**src/rtl/video_timing_if.sv**
```systemverilog
// Raster timing bundle: pixel clock enable in, counters/sync/strobes/delayed sync out.
interface video_timing_if #(
   parameter int CNT_W   = 11,
   parameter int FRAME_W = 16
);
   logic               ce;
   logic [CNT_W-1:0]   h_count;
   logic [CNT_W-1:0]   v_count;
   logic               hsync;
   logic               vsync;
   logic               de;
   logic               vblank;
   logic [CNT_W-1:0]   pixel_x;
   logic [CNT_W-1:0]   pixel_y;
   logic               line_start;
   logic               frame_start;
   logic [FRAME_W-1:0] frame_count;
   logic               hsync_d;
   logic               vsync_d;
   logic               de_d;

   modport master (
      input  ce,
      output h_count, v_count, hsync, vsync, de, vblank, pixel_x, pixel_y,
             line_start, frame_start, frame_count, hsync_d, vsync_d, de_d
   );

   modport slave (
      output ce,
      input  h_count, v_count, hsync, vsync, de, vblank, pixel_x, pixel_y,
             line_start, frame_start, frame_count, hsync_d, vsync_d, de_d
   );
endinterface

```
**src/rtl/video_timing_gen.sv**
```systemverilog
// Parametrised raster timing generator: h/v counters, registered sync/DE/blanking,
// active-area coordinates, line/frame strobes, frame counter and a sync/DE delay line.
module video_timing_gen #(
   parameter int CNT_W      = 11,
   parameter int FRAME_W    = 16,
   parameter int H_ACTIVE   = 640,
   parameter int H_FP       = 16,
   parameter int H_SYNC     = 96,
   parameter int H_BP       = 48,
   parameter int V_ACTIVE   = 480,
   parameter int V_FP       = 10,
   parameter int V_SYNC     = 2,
   parameter int V_BP       = 33,
   parameter bit HSYNC_POL  = 1'b0,
   parameter bit VSYNC_POL  = 1'b0,
   parameter int PIPE_DELAY = 0
) (
   input logic           clk,
   input logic           rst_n,
   video_timing_if.master vt
);

   localparam int H_TOTAL = H_FP + H_SYNC + H_BP + H_ACTIVE;
   localparam int V_TOTAL = V_FP + V_SYNC + V_BP + V_ACTIVE;

   localparam logic [CNT_W-1:0] H_LAST      = CNT_W'(H_TOTAL - 1);
   localparam logic [CNT_W-1:0] V_LAST      = CNT_W'(V_TOTAL - 1);
   localparam logic [CNT_W-1:0] H_SYNC_BEG  = CNT_W'(H_FP);
   localparam logic [CNT_W-1:0] H_SYNC_END  = CNT_W'(H_FP + H_SYNC);
   localparam logic [CNT_W-1:0] H_ACT_BEG   = CNT_W'(H_FP + H_SYNC + H_BP);
   localparam logic [CNT_W-1:0] V_SYNC_BEG  = CNT_W'(V_FP);
   localparam logic [CNT_W-1:0] V_SYNC_END  = CNT_W'(V_FP + V_SYNC);
   localparam logic [CNT_W-1:0] V_ACT_BEG   = CNT_W'(V_FP + V_SYNC + V_BP);

   if (H_TOTAL >= (1 << CNT_W)) begin : g_h_total_too_wide
      $error("video_timing_gen: H_TOTAL does not fit in CNT_W bits");
   end
   if (V_TOTAL >= (1 << CNT_W)) begin : g_v_total_too_wide
      $error("video_timing_gen: V_TOTAL does not fit in CNT_W bits");
   end
   if (PIPE_DELAY < 0 || PIPE_DELAY > 15) begin : g_pipe_delay_range
      $error("video_timing_gen: PIPE_DELAY must be 0..15");
   end

   logic [CNT_W-1:0]   r_h;
   logic [CNT_W-1:0]   r_v;
   logic [FRAME_W-1:0] r_frame;
   logic               r_hsync;
   logic               r_vsync;
   logic               r_de;
   logic               r_vblank;
   logic [CNT_W-1:0]   r_px;
   logic [CNT_W-1:0]   r_py;
   logic               r_line_start;
   logic               r_frame_start;

   logic w_h_act;
   logic w_v_act;
   logic w_hs_on;
   logic w_vs_on;

   assign w_h_act = (r_h >= H_ACT_BEG);
   assign w_v_act = (r_v >= V_ACT_BEG);
   assign w_hs_on = (r_h >= H_SYNC_BEG) && (r_h < H_SYNC_END);
   assign w_vs_on = (r_v >= V_SYNC_BEG) && (r_v < V_SYNC_END);

   always_ff @(posedge clk or negedge rst_n) begin
      if (!rst_n) begin
         r_h     <= '0;
         r_v     <= '0;
         r_frame <= '0;
      end else if (vt.ce) begin
         if (r_h == H_LAST) begin
            r_h <= '0;
            if (r_v == V_LAST) begin
               r_v     <= '0;
               r_frame <= r_frame + 1'b1;
            end else begin
               r_v <= r_v + 1'b1;
            end
         end else begin
            r_h <= r_h + 1'b1;
         end
      end
   end

   // Decodes are taken from the counter value of the same ce-cycle, so they lag h/v by one.
   always_ff @(posedge clk or negedge rst_n) begin
      if (!rst_n) begin
         r_hsync       <= ~HSYNC_POL;
         r_vsync       <= ~VSYNC_POL;
         r_de          <= 1'b0;
         r_vblank      <= 1'b1;
         r_px          <= '0;
         r_py          <= '0;
         r_line_start  <= 1'b0;
         r_frame_start <= 1'b0;
      end else if (vt.ce) begin
         r_hsync       <= w_hs_on ? HSYNC_POL : ~HSYNC_POL;
         r_vsync       <= w_vs_on ? VSYNC_POL : ~VSYNC_POL;
         r_de          <= w_h_act && w_v_act;
         r_vblank      <= ~w_v_act;
         r_px          <= (w_h_act && w_v_act) ? (r_h - H_ACT_BEG) : '0;
         r_py          <= (w_h_act && w_v_act) ? (r_v - V_ACT_BEG) : '0;
         r_line_start  <= (r_h == '0);
         r_frame_start <= (r_h == '0) && (r_v == '0);
      end
   end

   assign vt.h_count     = r_h;
   assign vt.v_count     = r_v;
   assign vt.frame_count = r_frame;
   assign vt.hsync       = r_hsync;
   assign vt.vsync       = r_vsync;
   assign vt.de          = r_de;
   assign vt.vblank      = r_vblank;
   assign vt.pixel_x     = r_px;
   assign vt.pixel_y     = r_py;
   assign vt.line_start  = r_line_start;
   assign vt.frame_start = r_frame_start;

   if (PIPE_DELAY == 0) begin : g_no_delay
      assign vt.hsync_d = r_hsync;
      assign vt.vsync_d = r_vsync;
      assign vt.de_d    = r_de;
   end else begin : g_delay
      logic [PIPE_DELAY-1:0] r_hs_pipe;
      logic [PIPE_DELAY-1:0] r_vs_pipe;
      logic [PIPE_DELAY-1:0] r_de_pipe;

      always_ff @(posedge clk or negedge rst_n) begin
         if (!rst_n) begin
            r_hs_pipe <= {PIPE_DELAY{~HSYNC_POL}};
            r_vs_pipe <= {PIPE_DELAY{~VSYNC_POL}};
            r_de_pipe <= '0;
         end else if (vt.ce) begin
            r_hs_pipe[0] <= r_hsync;
            r_vs_pipe[0] <= r_vsync;
            r_de_pipe[0] <= r_de;
            for (int i = 1; i < PIPE_DELAY; i++) begin
               r_hs_pipe[i] <= r_hs_pipe[i-1];
               r_vs_pipe[i] <= r_vs_pipe[i-1];
               r_de_pipe[i] <= r_de_pipe[i-1];
            end
         end
      end

      assign vt.hsync_d = r_hs_pipe[PIPE_DELAY-1];
      assign vt.vsync_d = r_vs_pipe[PIPE_DELAY-1];
      assign vt.de_d    = r_de_pipe[PIPE_DELAY-1];
   end

endmodule
```
**src/flat_wrapper.sv**
```systemverilog
// flat-port wrapper written by rule: the top's interface ports become plain ports
module video_timing_gen_flat 
#(
   parameter int CNT_W      = 11,
   parameter int FRAME_W    = 16,
   parameter int H_ACTIVE   = 640,
   parameter int H_FP       = 16,
   parameter int H_SYNC     = 96,
   parameter int H_BP       = 48,
   parameter int V_ACTIVE   = 480,
   parameter int V_FP       = 10,
   parameter int V_SYNC     = 2,
   parameter int V_BP       = 33,
   parameter bit HSYNC_POL  = 1'b0,
   parameter bit VSYNC_POL  = 1'b0,
   parameter int PIPE_DELAY = 0
)
  (clk, rst_n, vt_ce, vt_h_count, vt_v_count, vt_hsync, vt_vsync, vt_de, vt_vblank, vt_pixel_x, vt_pixel_y, vt_line_start, vt_frame_start, vt_frame_count, vt_hsync_d, vt_vsync_d, vt_de_d);
  video_timing_if #(.CNT_W(CNT_W), .FRAME_W(FRAME_W)) vt_i ();
  input logic clk;
  input logic rst_n;
  input wire logic [$bits(vt_i.ce)-1:0] vt_ce;
  output wire logic [$bits(vt_i.h_count)-1:0] vt_h_count;
  output wire logic [$bits(vt_i.v_count)-1:0] vt_v_count;
  output wire logic [$bits(vt_i.hsync)-1:0] vt_hsync;
  output wire logic [$bits(vt_i.vsync)-1:0] vt_vsync;
  output wire logic [$bits(vt_i.de)-1:0] vt_de;
  output wire logic [$bits(vt_i.vblank)-1:0] vt_vblank;
  output wire logic [$bits(vt_i.pixel_x)-1:0] vt_pixel_x;
  output wire logic [$bits(vt_i.pixel_y)-1:0] vt_pixel_y;
  output wire logic [$bits(vt_i.line_start)-1:0] vt_line_start;
  output wire logic [$bits(vt_i.frame_start)-1:0] vt_frame_start;
  output wire logic [$bits(vt_i.frame_count)-1:0] vt_frame_count;
  output wire logic [$bits(vt_i.hsync_d)-1:0] vt_hsync_d;
  output wire logic [$bits(vt_i.vsync_d)-1:0] vt_vsync_d;
  output wire logic [$bits(vt_i.de_d)-1:0] vt_de_d;
  assign vt_i.ce = vt_ce;
  assign vt_h_count = vt_i.h_count;
  assign vt_v_count = vt_i.v_count;
  assign vt_hsync = vt_i.hsync;
  assign vt_vsync = vt_i.vsync;
  assign vt_de = vt_i.de;
  assign vt_vblank = vt_i.vblank;
  assign vt_pixel_x = vt_i.pixel_x;
  assign vt_pixel_y = vt_i.pixel_y;
  assign vt_line_start = vt_i.line_start;
  assign vt_frame_start = vt_i.frame_start;
  assign vt_frame_count = vt_i.frame_count;
  assign vt_hsync_d = vt_i.hsync_d;
  assign vt_vsync_d = vt_i.vsync_d;
  assign vt_de_d = vt_i.de_d;
  video_timing_gen #(.CNT_W(CNT_W), .FRAME_W(FRAME_W), .H_ACTIVE(H_ACTIVE), .H_FP(H_FP), .H_SYNC(H_SYNC), .H_BP(H_BP), .V_ACTIVE(V_ACTIVE), .V_FP(V_FP), .V_SYNC(V_SYNC), .V_BP(V_BP), .HSYNC_POL(HSYNC_POL), .VSYNC_POL(VSYNC_POL), .PIPE_DELAY(PIPE_DELAY)) u_core (.clk(clk), .rst_n(rst_n), .vt(vt_i));
endmodule
```
**config.mk**
```make
export PLATFORM = sky130hd
export DESIGN_NAME = video_timing_gen_flat
export DESIGN_NICKNAME = d
export VERILOG_FILES = /design/src/rtl/video_timing_if.sv /design/src/rtl/video_timing_gen.sv /design/src/flat_wrapper.sv
export SDC_FILE = /design/constraint.sdc
export NUM_CORES = 1
export LEC_CHECK = 0
export ABC_CLOCK_PERIOD_IN_PS = 2270
export BUFFER_PORTS_ARGS = -buffer_cell sky130_fd_sc_hd__buf_4
export CORE_ASPECT_RATIO = 0.9
export CORE_MARGIN = 5
export CORE_UTILIZATION = 55
export DETAILED_ROUTE_END_ITERATION = 7
export PLACE_DENSITY = 0.78
export SYNTH_ARGS = -nofsm -noshare
export SYNTH_HDL_FRONTEND = slang
export SYNTH_SLANG_ARGS = --single-unit
```
**constraint.sdc**
```tcl
create_clock -name clk -period 2.27 [get_ports clk]
set_input_delay 0.1135 -clock clk [delete_from_list [all_inputs] [get_ports clk]]
set_output_delay 0.1135 -clock clk [all_outputs]
set_load 0.05 [all_outputs]
```
==> results list, run 1 <==
- IR analysis of the VDD net gives a maximum drop of 0.592 mV.
- # H-tree levels: 3
- Post-synth design cell area: 3540 µm²
* Portion of total power attributed to sequential cells: 40.5%
- TritonCTS built the clock tree.
- Clock Pin Slew Worst Setup and Hold Paths: 0.07 ns
- During placement, the flow inserted port buffers numbering 71.
- Synth warn: 0
* Tightest slew margin relative to the limit: 45.3%
- Of the available clock period, the critical path in the final layout requires 89.9%.
- Initial antenna violation count: 0
- The number of clock buffers added by TritonCTS is 9.
- In the routed design, unresolved DRC markers number 0.
* Syn Inst Count: 353
- Time the final worst path needs with I/O delays and setup: 2.04 ns
* Critical path fanouts, max: 10
- Max-capacitance violation count: 0
* Routed length on met3: 453 µm
* Largest area contributor in the netlist: dfrtp_1
* Switching Share: 37.0%
- The via count of the first global-routing pass came to 2891.
- Vias: 2885
- Die X-Extent: 94.6 µm
* DR WL/cell: 16.1 µm
* Share of Yosys cell area claimed by the top area cell type: 44.5%
* DRC marker count from the first detailed-route iteration: 149
- For this design, the slowest cell found on the critical path is dfrtp_1.
- The tightest min-delay check is of the input pin to flop type.
- For this design, the sink count on the clock tree is 66.
- Placement Setup Slack: 0.243 ns
* Number of primary I/O pins: 72
- Ranked by total cell area, the synthesized netlist is headed by dfrtp_1 44%, xor2_1 5.4%, inv_1 4.1%.
- Hold violation count in the final report: 0
- In this run, distinct cell masters in the synthesized netlist total 55.
- The share of total power dissipated in combinational logic is 30.0%.
* Async set-or-reset flop fraction in the synthesized netlist: 100%
* CTS resizes: 0
* Max-slew violation total from the final report: 0
- The initial utilization of the core area, before any placement, comes to 57.3%.
- Number of synthesized register bits: 66
- The first global-routing pass estimated 14300 µm of wire.
* Relative area change from synthesis to final layout: 24.7%
- Finish-stage setup viols: 0
* Achievable Freq: 490 MHz
- Lkg Pwr: 0.00215 µW
- EDFF count, synth: 0
* Maximum single-stage delay on the critical path: 0.51 ns
* GPL Wtd Cong: 0.843
- At the end of the flow the core is filled with cells to 71.5%.
- PwrDens: 768 nW/µm²
* Top layer used by detailed routing: met4
- The floorplan step set the die height to 86.1 µm.
- Summed over all nets, the half-perimeter wirelength after detailed placement is 6170 µm.
- STA classifies the critical path endpoint as a flop.
* Startpoint type of the worst setup path: flop
* Wire length on met1: 3830 µm
- Number of buffer and inverter stages on the critical path: 2
- The commonest cells after synthesis are 63 x dfrtp_1, 39 x inv_1, 24 x nand2_1, 22 x xor2_1, 21 x o22ai_1.
- Final #Nets: 445
- Detail Route met2 WL: 4040 µm
- Setup repair after global routing left no endpoint under its margin.
- Series of cell instances along the critical path: inv_1, ha_1, nand4_2, buf_4, nor4_2, xor2_1
- Data required time at the worst endpoint: 2.55 ns
- Clk pwr share: 29.6%
- Sequential cell area fraction in the yosys report: 46.7%
- Number of core rows: 27
* Total gr overflow: 0
- After layout, the worst setup slack is 0.228 ns.
* Source-to-sink clock delay at the later pin of the worst-skew pair: 0.35 ns
- At the pin with the least slew margin, the transition time is 0.821 ns.
- Grouping stages by cell kind, the critical path spends the most delay in simple AND/OR/NAND/NOR gates.
* Result of the run: finished, final reports clean
- Post-Syn Area per Cell: 10.0 µm²
- Data arrives at the worst endpoint at 2.32 ns.
- The setup path with the least slack is of type flop to flop.
- Area of the die: 8150 µm²
- Post-DR vias/cell: 5.51
- Most repeated cell in the gate-level netlist after synthesis: dfrtp_1
- The cell sitting at the root of the clock tree is a clkbuf_8.
- Total global-route track usage: 22.5%
- Summed over all nets, the switching power comes to 1260 µW.
* Ratio of cells with drive above 1 in the final layout: 30.0%
- Pin count of the biggest net entering global routing: 67
- After detailed routing, the total wire length is 8450 µm.
- Fin Setup TNS: 0 ns
- In this run the remaining antenna-violating nets after routing total 0.
* Synthesized Nets: 366
* CTS Buffer Depth: 2
- In the final layout, the multi-input gates occupy 1610 µm².
- In the synthesized netlist the dominant register cell turns out to be dfrtp_1.
- Core region area: 6180 µm²
- Internal power contribution: 2140 µW
* Clk_skew: 0.00881 ns
- Number of antenna diodes: 0
* Count of filler cells inserted in the layout: 484
- Sequential standard cell area: 1660 µm²
* Detailed Routing Iterations Pass 1: 4
layout make-up:
cell class | instances | share of cell area, %
flip-flops and latches | 66 | 37.5
well taps | 87 | 2.46
repair buffers | 92 | 15.7
clock buffers | 10 | 3.12
multi-input cells | 224 | 36.5
inverters | 39 | 3.31
clock inverters | 6 | 1.47
repair_timing:
item	4_1_cts	5_1_grt
hold buffers	1	0
buffers inserted	0	0
hold endpoints to repair	63	0
per-stage QoR:
stage,area (µm²),std cells,power [µW],hold slack (ns)
3_5_place_dp,4210,507,2410,0.267
2_1_floorplan,3540,353,2090,-0.182
4_1_cts,4420,524,3430,0.0194
6_report,4420,524,3390,0.0371
5_1_grt,4420,524,3570,0.0412
3_3_place_gp,4210,507,2400,0.268
cells in the final DEF (no fill, tap or decap), types with 2 or more instances in the layout:
cell type	n
o32ai_1	2
nor3b_1	2
nor3_2	5
ha_1	10
nor3_1	6
clkbuf_8	10
a21oi_1	4
nand4_1	7
a31oi_1	3
o22ai_1	21
dfstp_2	3
dfrtp_1	63
and2_1	3
nand2_1	24
nor4_2	9
nor4_1	5
xnor2_1	16
or3_1	3
inv_1	39
nand2b_1	2
mux2i_1	2
buf_4	91
nor2_1	14
and3_1	4
o21ai_0	11
clkinv_2	2
o21ai_1	3
nand3_1	19
o211ai_1	2
xor2_1	22
and4_1	3
power by group through the flow:
| stage | combinational [µW] | sequential, µW | clock (µW) |
|---|---|---|---|
| after CTS | 1020 | 1370 | 1040 |
| after floorplan | 380 | 1710 | 0 |
| after detailed placement | 1020 | 1390 | 0 |
| after global placement | 1010 | 1390 | 0 |
| after global routing | 1080 | 1390 | 1100 |
| final | 1020 | 1370 | 1000 |
sequential cells by signal, indices dropped and copies added, names as in the netlist:
name and cells:
u_core.vt.frame_count 16, u_core.vt.h_count 11, u_core.vt.pixel_x 11, u_core.vt.pixel_y 11, u_core.vt.v_count 11, u_core.vt.de 1, u_core.vt.frame_start 1, u_core.vt.hsync 1
u_core.vt.line_start 1, u_core.vt.vblank 1, u_core.vt.vsync 1
layer usage:
metal | vias up | GRT usage (%)
met3 | 15 | 6.05
met4 | 0 | 6.03
met2 | 88 | 35.8
met5 | - | 0
met1 | 1402 | 30.3
li1 | 1380 | -
cell families after synthesis:
family                     synth area share [%]
and+or+nand+nor                            21.5
DFF                                        46.7
buffers and inverters                      7.80
AOI/OAI and AO/OA                          9.89
xor gates and xnor gates                   9.39
adders and majority gates                  3.53
muxes                                      1.20
worst paths after layout:
check / startpoint / to / slack (ns) / depth (start not counted)
setup / recovery: u_core.vt.v_count[0] / u_core.vt.frame_count[13] / 0.23 / 6
hold / removal: vt_ce / u_core.vt.h_count[0] / 0.04 / 2
setup reg to reg: u_core.vt.v_count[0] / u_core.vt.frame_count[13] / 0.23 / 6
min in group asynchronous: rst_n / u_core.vt.pixel_x[0] / 0.39 / 2
max in group asynchronous: rst_n / u_core.vt.v_count[4] / 1.33 / 2
hold reg to reg: u_core.vt.frame_count[15] / u_core.vt.frame_count[15] / 0.48 / 1
Power figures use the tool's default switching activity.
==> inputs of run 2 (changes only) <==
--- a/config.mk
+++ b/config.mk
@@ -6,12 +6,12 @@
 export NUM_CORES = 1
 export LEC_CHECK = 0
 export ABC_CLOCK_PERIOD_IN_PS = 2270
-export BUFFER_PORTS_ARGS = -buffer_cell sky130_fd_sc_hd__buf_4
 export CORE_ASPECT_RATIO = 0.9
 export CORE_MARGIN = 5
-export CORE_UTILIZATION = 55
+export CORE_UTILIZATION = 63
 export DETAILED_ROUTE_END_ITERATION = 7
-export PLACE_DENSITY = 0.78
+export DONT_BUFFER_PORTS = 1
+export PLACE_DENSITY = 0.77
 export SYNTH_ARGS = -nofsm -noshare
 export SYNTH_HDL_FRONTEND = slang
 export SYNTH_SLANG_ARGS = --single-unit
==> run 2 against run 1 <==
Critical path type unchanged. Sequential share of layout area rose by 3.4 points. Critical path depth did not move. Worst setup slack got worse by 0.081 ns. Largest power group unchanged. Largest cell class unchanged. Routed wire length fell by 5.6%. Sequential power rose by 12%.
==> results list, run 2 (synthesized netlist as in run 1, its figures left out) <==
- After floorplanning, the core was divided into 25 placement rows.
* Number of buffers inserted during clock tree synthesis: 9
- The hold violation count in the final report was 0.
* Detail Placement HPWL: 5750 µm
- In this run the worst path has a maximum fanout of 23.
- Total clock sinks: 66
- Post-route non-filler standard cell count: 453
- GPL Wtd Cong: 0.880
* Number of routed nets with antenna violations: 0
- The tool flagged a number of max-cap violations equal to 0.
- Setup total negative slack on the finished layout was measured at 0 ns.
- Die X-Extent: 89.1 µm
- After detailed routing, the number of vias per cell comes to 6.02.
- Pin count of the biggest net entering global routing: 67
- The setup path with the least slack is of type flop to flop.
- The final layout contains 396 nets.
- Counting I/O delays and the setup requirement, the final critical path takes 2.12 ns.
- Vias in the first global route: 2718
* Master cell of the clock root buffer: clkbuf_8
- Global routing used 24.6% of the available tracks.
- The number of pins with negative max-slew slack in the final report was 0.
* Number of primary I/O pins: 72
- DRC marker count from the first detailed-route iteration: 194
- Result of the run: finished, final reports clean
- Total gr overflow: 0
- After detailed routing, the number of remaining DRC violations is 0.
- Height of the die: 81.2 µm
- After clock tree synthesis, the clock-pin slew on the worst setup and hold paths is 0.07 ns.
- The number of antenna diodes in the final layout is 0.
* # H-tree levels: 3
- Worst vdd ir: 0.603 mV
- Finished layout cell area: 4050 µm²
* TritonCTS clock tree: yes
* Path class of the lowest-slack min-delay path: input pin to flop
- Setup repair after global routing left no endpoint under its margin.
- Area of the die: 7230 µm²
* Startpoint type of the worst setup path: flop
- Relative area change from synthesis to final layout: 14.3%
- DP Cell Count: 436
- Buffers placed on the I/O ports in this run total 0.
- Total power after layout: 3260 µW
- Derived from the worst setup path, the maximum achievable clock frequency is 471 MHz.
* Initial standard-cell utilization of the core: 66.2%
- DR WL/cell: 17.6 µm
* CTS Buffer Depth: 2
- Summing all placed instances gives a cell area of 3810 µm².
* Lkg Pwr: 0.00191 µW
* Max reg flops: 16
- Setup violations remaining at the end of the flow were counted as 0.
* Routed wire length: 7980 µm
- Tightest slew margin relative to the limit: 21.0%
- Data on the critical path is required at its endpoint by 2.51 ns.
* PwrDens: 806 nW/µm²
* Switching component of the power: 1210 µW
- Combinational cells account for 23.2% of the total power.
* Core region area: 5350 µm²
* Leading cell types in the layout, fill and taps excluded: 63 x dfrtp_1, 39 x inv_1, 39 x buf_4, 24 x nand2_1, 22 x xor2_1
- In the final layout, the share of cells above drive strength 1 is 20.5%.
- Pin slew with the least headroom to its limit: 1.18 ns
- Clk_skew: 0.00512 ns
* Portion of total power attributed to sequential cells: 46.9%
- The final critical path takes up 93.5% of the cycle.
- Cell internal power was estimated by the tool at 2060 µW.
- The detailed router placed 2725 vias in this run.
- Post-CTS setup-driven buffer insertion count: 0
* Crit path capture type: flop
- The number of antenna violations at the first check in global routing was 0.
- Most common library cell in the layout ignoring fill and taps: dfrtp_1
* Wire length of the first global-routing pass: 13600 µm
* Clk pwr share: 29.9%
* Switching Share: 37.0%
- Source-to-sink clock delay at the later pin of the worst-skew pair: 0.34 ns
* Worst Path Arrival: 2.36 ns
- For this run, the detailed router's first-pass iteration total came to 4.
## run 2: cell types whose count changed in the layout (fill, tap and decap cells not counted)
cell | before | now
a21boi_1 | 0 | 1
buf_16 | 0 | 1
clkinvlp_4 | 1 | 0
a21boi_0 | 1 | 0
inv_6 | 1 | 0
buf_4 | 91 | 39
buf_12 | 0 | 1
clkinv_4 | 1 | 0
dlygate4sd3_1 | 1 | 2
clkbuf_8 | 10 | 11
## run 2: what timing repair did
action,CTS,global route
hold buffers,3,0
gates resized for setup,0,1
endpoints found under the hold margin,97,0
endpoints found under the setup margin,0,1
## run 2: metrics by stage
stage          hold WS (ns)  utilization [%]  setup WS, ns
2_1_floorplan        -0.182                -         0.183
3_3_place_gp         -0.180             71.2         0.172
3_5_place_dp         -0.180             71.2         0.145
4_1_cts              0.0843             75.7         0.133
5_1_grt               0.118             75.7        0.0560
6_report              0.101             75.7         0.148
## run 2: final cells by class
type / count / area (µm²)
fillers: 375 / 1300
multi-input cells: 224 / 1610
well taps: 67 / 83.8
clock inverters: 3 / 40.0
flip-flops and latches: 66 / 1660
repair buffers: 43 / 360
inverters: 39 / 146
clock buffers: 11 / 151
## run 2: power groups by stage
stage                     logic (µW)  registers [µW]  clock network, µW
after floorplan                  380            1710                  0
after global placement           696            1550                  0
after detailed placement         708            1550                  0
after CTS                        751            1530                998
after global routing             819            1550               1050
final                            757            1530                977
## run 2: per-layer routing
layer  track usage [%]  vias to the layer above  part of all wire, %
met4              8.48                        0                  1.6
met1              32.3                     1335                   42
li1                  -                     1276                    -
met5                 0                        -                    0
met3              8.42                       13                  9.3
met2              38.4                      101                   47
## run 2: worst max-delay path, cell delays in order (launching register included)
cell and delay, ns:
dfrtp_1 0.40, buf_4 0.29, nand2_1 0.08, o311ai_0 0.52
o211ai_1 0.17, buf_4 0.25, o32ai_1 0.31
## run 2: worst paths after layout
path	start	to	slack (ns)	cells after the start
min in group asynchronous	rst_n	u_core.vt.h_count[0]	0.33	2
worst max register to register	u_core.vt.v_count[5]	u_core.vt.pixel_y[5]	0.15	6
worst max-delay path	u_core.vt.v_count[5]	u_core.vt.pixel_y[5]	0.15	6
worst min-delay path	vt_ce	u_core.vt.hsync	0.10	2
worst min register to register	u_core.vt.v_count[9]	u_core.vt.v_count[9]	0.57	1
max in group asynchronous	rst_n	u_core.vt.vblank	1.62	2
==> inputs of run 3 (changes only) <==
--- a/config.mk
+++ b/config.mk
@@ -11,7 +11,9 @@
 export CORE_UTILIZATION = 63
 export DETAILED_ROUTE_END_ITERATION = 7
 export DONT_BUFFER_PORTS = 1
+export MAX_ROUTING_LAYER = met4
 export PLACE_DENSITY = 0.77
+export RECOVER_POWER = 25
 export SYNTH_ARGS = -nofsm -noshare
 export SYNTH_HDL_FRONTEND = slang
 export SYNTH_SLANG_ARGS = --single-unit
==> run 3 against run 2 <==
The flow now finishes with violations (capacitance limit, slew limit). Combinational power is 0.9% lower. Utilization is 0.35 points higher. Clock skew hardly changed. Fmax is 3.0% higher. Routed wire length is 6.9% higher. Clock-buffer cell count is 1 lower. Critical path type unchanged.
==> results list, run 3 (synthesized netlist as in run 1, its figures left out) <==
* Slack of the critical path: 0.210 ns
* Total clock sinks: 66
* GPL Wtd Cong: 0.858
* Time the final worst path needs with I/O delays and setup: 2.06 ns
- Vias in the first global route: 2802
- Of the cells placed in the final design, the portion with a size suffix greater than 1 is 21.0%.
- Placed instance area: 3820 µm²
- Register-to-Register Setup Slack: 0.21 ns
- The worst-case IR drop observed on VDD is 0.772 mV.
- Once layout is complete, the cells apart from fillers number 457.
- Number of primary I/O pins: 72
- Fin Setup TNS: 0 ns
- The top cell types in the final layout, fill and taps aside, are 63 x dfrtp_1, 41 x buf_4, 39 x inv_1, 24 x nand2_1, 22 x xor2_1.
- Initial standard-cell utilization of the core: 66.2%
* Worst Path Arrival: 2.32 ns
* Wire length of the first global-routing pass: 14200 µm
* Post-route core utilization: 76.0%
- Core region area: 5350 µm²
* Violated checks: capacitance limit, slew limit
- The layout has 375 filler cells.
* Number of antenna diodes: 0
- Pin count of the biggest net entering global routing: 67
- Measured against its own limit, the worst slew margin works out to -9.08%.
- In this run, post-CTS repair resized a total of 0 instances.
- Number of remaining DRC errors: 0
* Placement Setup Slack: 0.231 ns
- Before antenna repair, the detailed router went through 4 iterations.
- The die is 81.2 µm tall.
- Max-capacitance violation count: 1
* Max reg flops: 16
* Path class of the lowest-slack min-delay path: input pin to flop
- The floorplan has 25 rows.
- Critical path fanouts, max: 14
* Master cell of the clock root buffer: clkbuf_8
- The worst setup path is launched from a flop.
* Initial antenna violation count: 0
- TritonCTS clock tree: yes
- Including well taps, the total number of placed cells is 438.
- STA classifies the critical path endpoint as a flop.
- Area of the die: 7230 µm²
- Detail Placement HPWL: 5840 µm
- Share of the clock period used by the worst path after layout: 90.7%
* Achievable Freq: 485 MHz
* Unrepaired setup endpoints after global routing: no
- Port buffering added 0 buffers.
* Routed wire length: 8530 µm
- The total overflow left after global routing is 0.
- Clock-pin slew was measured on the worst setup and hold paths at 0.08 ns.
- With fillers left out, the area of the finished cells amounts to 4070 µm².
- Summed over all cells, the static leakage comes to 0.00192 µW.
- Vias: 2750
* # H-tree levels: 3
- Final #Nets: 398
- Post-DR vias/cell: 6.02
- Between clock sinks in the finished design, the worst skew comes to 0.00549 ns.
- Total global-route track usage: 26.5%
* Max-slew violation total from the final report: 67
- The detail route stage leaves a number of antenna-violating nets equal to 0.
* Number of buffers inserted during clock tree synthesis: 9
- Relative area change from synthesis to final layout: 14.8%
- CTS Buffer Depth: 2
- For the worst setup path, the data required time is 2.53 ns.
- The run finished, with violations left.
- DRC marker count from the first detailed-route iteration: 308
- Most common library cell in the layout ignoring fill and taps: dfrtp_1
- Pin slew with the least headroom to its limit: 1.64 ns
- Clock latency on the worst-skew pair, taken at its later pin, is 0.34 ns.
- PwrDens: 835 nW/µm²
- DR WL/cell: 18.7 µm
* Hold violation count in the final report: 0
- Setup Crit Path Kind: flop to flop
- Finish-stage setup viols: 0
* Die X-Extent: 89.1 µm
-- run 3: path summary, 6_finish.rpt --
path | from | endpoint | depth (start not counted)
setup / recovery | u_core.vt.v_count[0] | u_core.vt.frame_count[8] | 6
hold / removal | vt_ce | u_core.vt.hsync | 2
setup reg to reg | u_core.vt.v_count[0] | u_core.vt.frame_count[8] | 6
hold reg to reg | u_core.vt.v_count[9] | u_core.vt.v_count[9] | 1
max in group asynchronous | rst_n | u_core.vt.v_count[9] | 2
min in group asynchronous | rst_n | u_core.vt.pixel_x[6] | 2
-- run 3: cell type report --
class,instances,area [µm²],area share (%)
clock inverters,6,90.1,2.21
multi-input cells,224,1610,39.6
clock buffers,10,128,3.14
repair buffers,45,353,8.67
well taps,67,83.8,2.06
flip-flops and latches,66,1660,40.7
inverters,39,146,3.60
-- run 3: stage by stage --
step	power, µW	hold slack (ns)
floorplan	2090	-0.182
global placement	2260	-0.180
detailed placement	2280	-0.180
CTS	3410	0.0589
global route	3560	0.0740
finish	3400	0.0766
-- run 3: routing by layer --
metal  GRT usage (%)  part of all wire (%)  vias up
met5               -                     0        -
li1                -                     -     1292
met1            33.5                    42     1336
met2            39.8                    47      108
met4            9.23                   1.9        0
met3            9.03                   8.6       14
-- run 3: critical path, stage by stage, from the launching register on --
cell and delay, ns:
dfrtp_1 0.48, inv_1 0.18, ha_1 0.25, nand4_2 0.28, buf_12 0.27, nor4_2 0.31
xor2_1 0.20
-- run 3: report_power, final --
group          leakage, µW  total, µW  switching (µW)  internal, µW
registers         0.000866       1550             276          1270
clock network     0.000107       1100             477           623
logic             0.000943        750             506           244
total              0.00192       3400            1260          2140
-- run 3: what timing repair did --
item | 4_1_cts | 5_1_grt
hold endpoints to repair | 97 | 0
setup buffers | 0 | 0
hold buffers | 3 | 0
setup endpoints to repair | 0 | 0
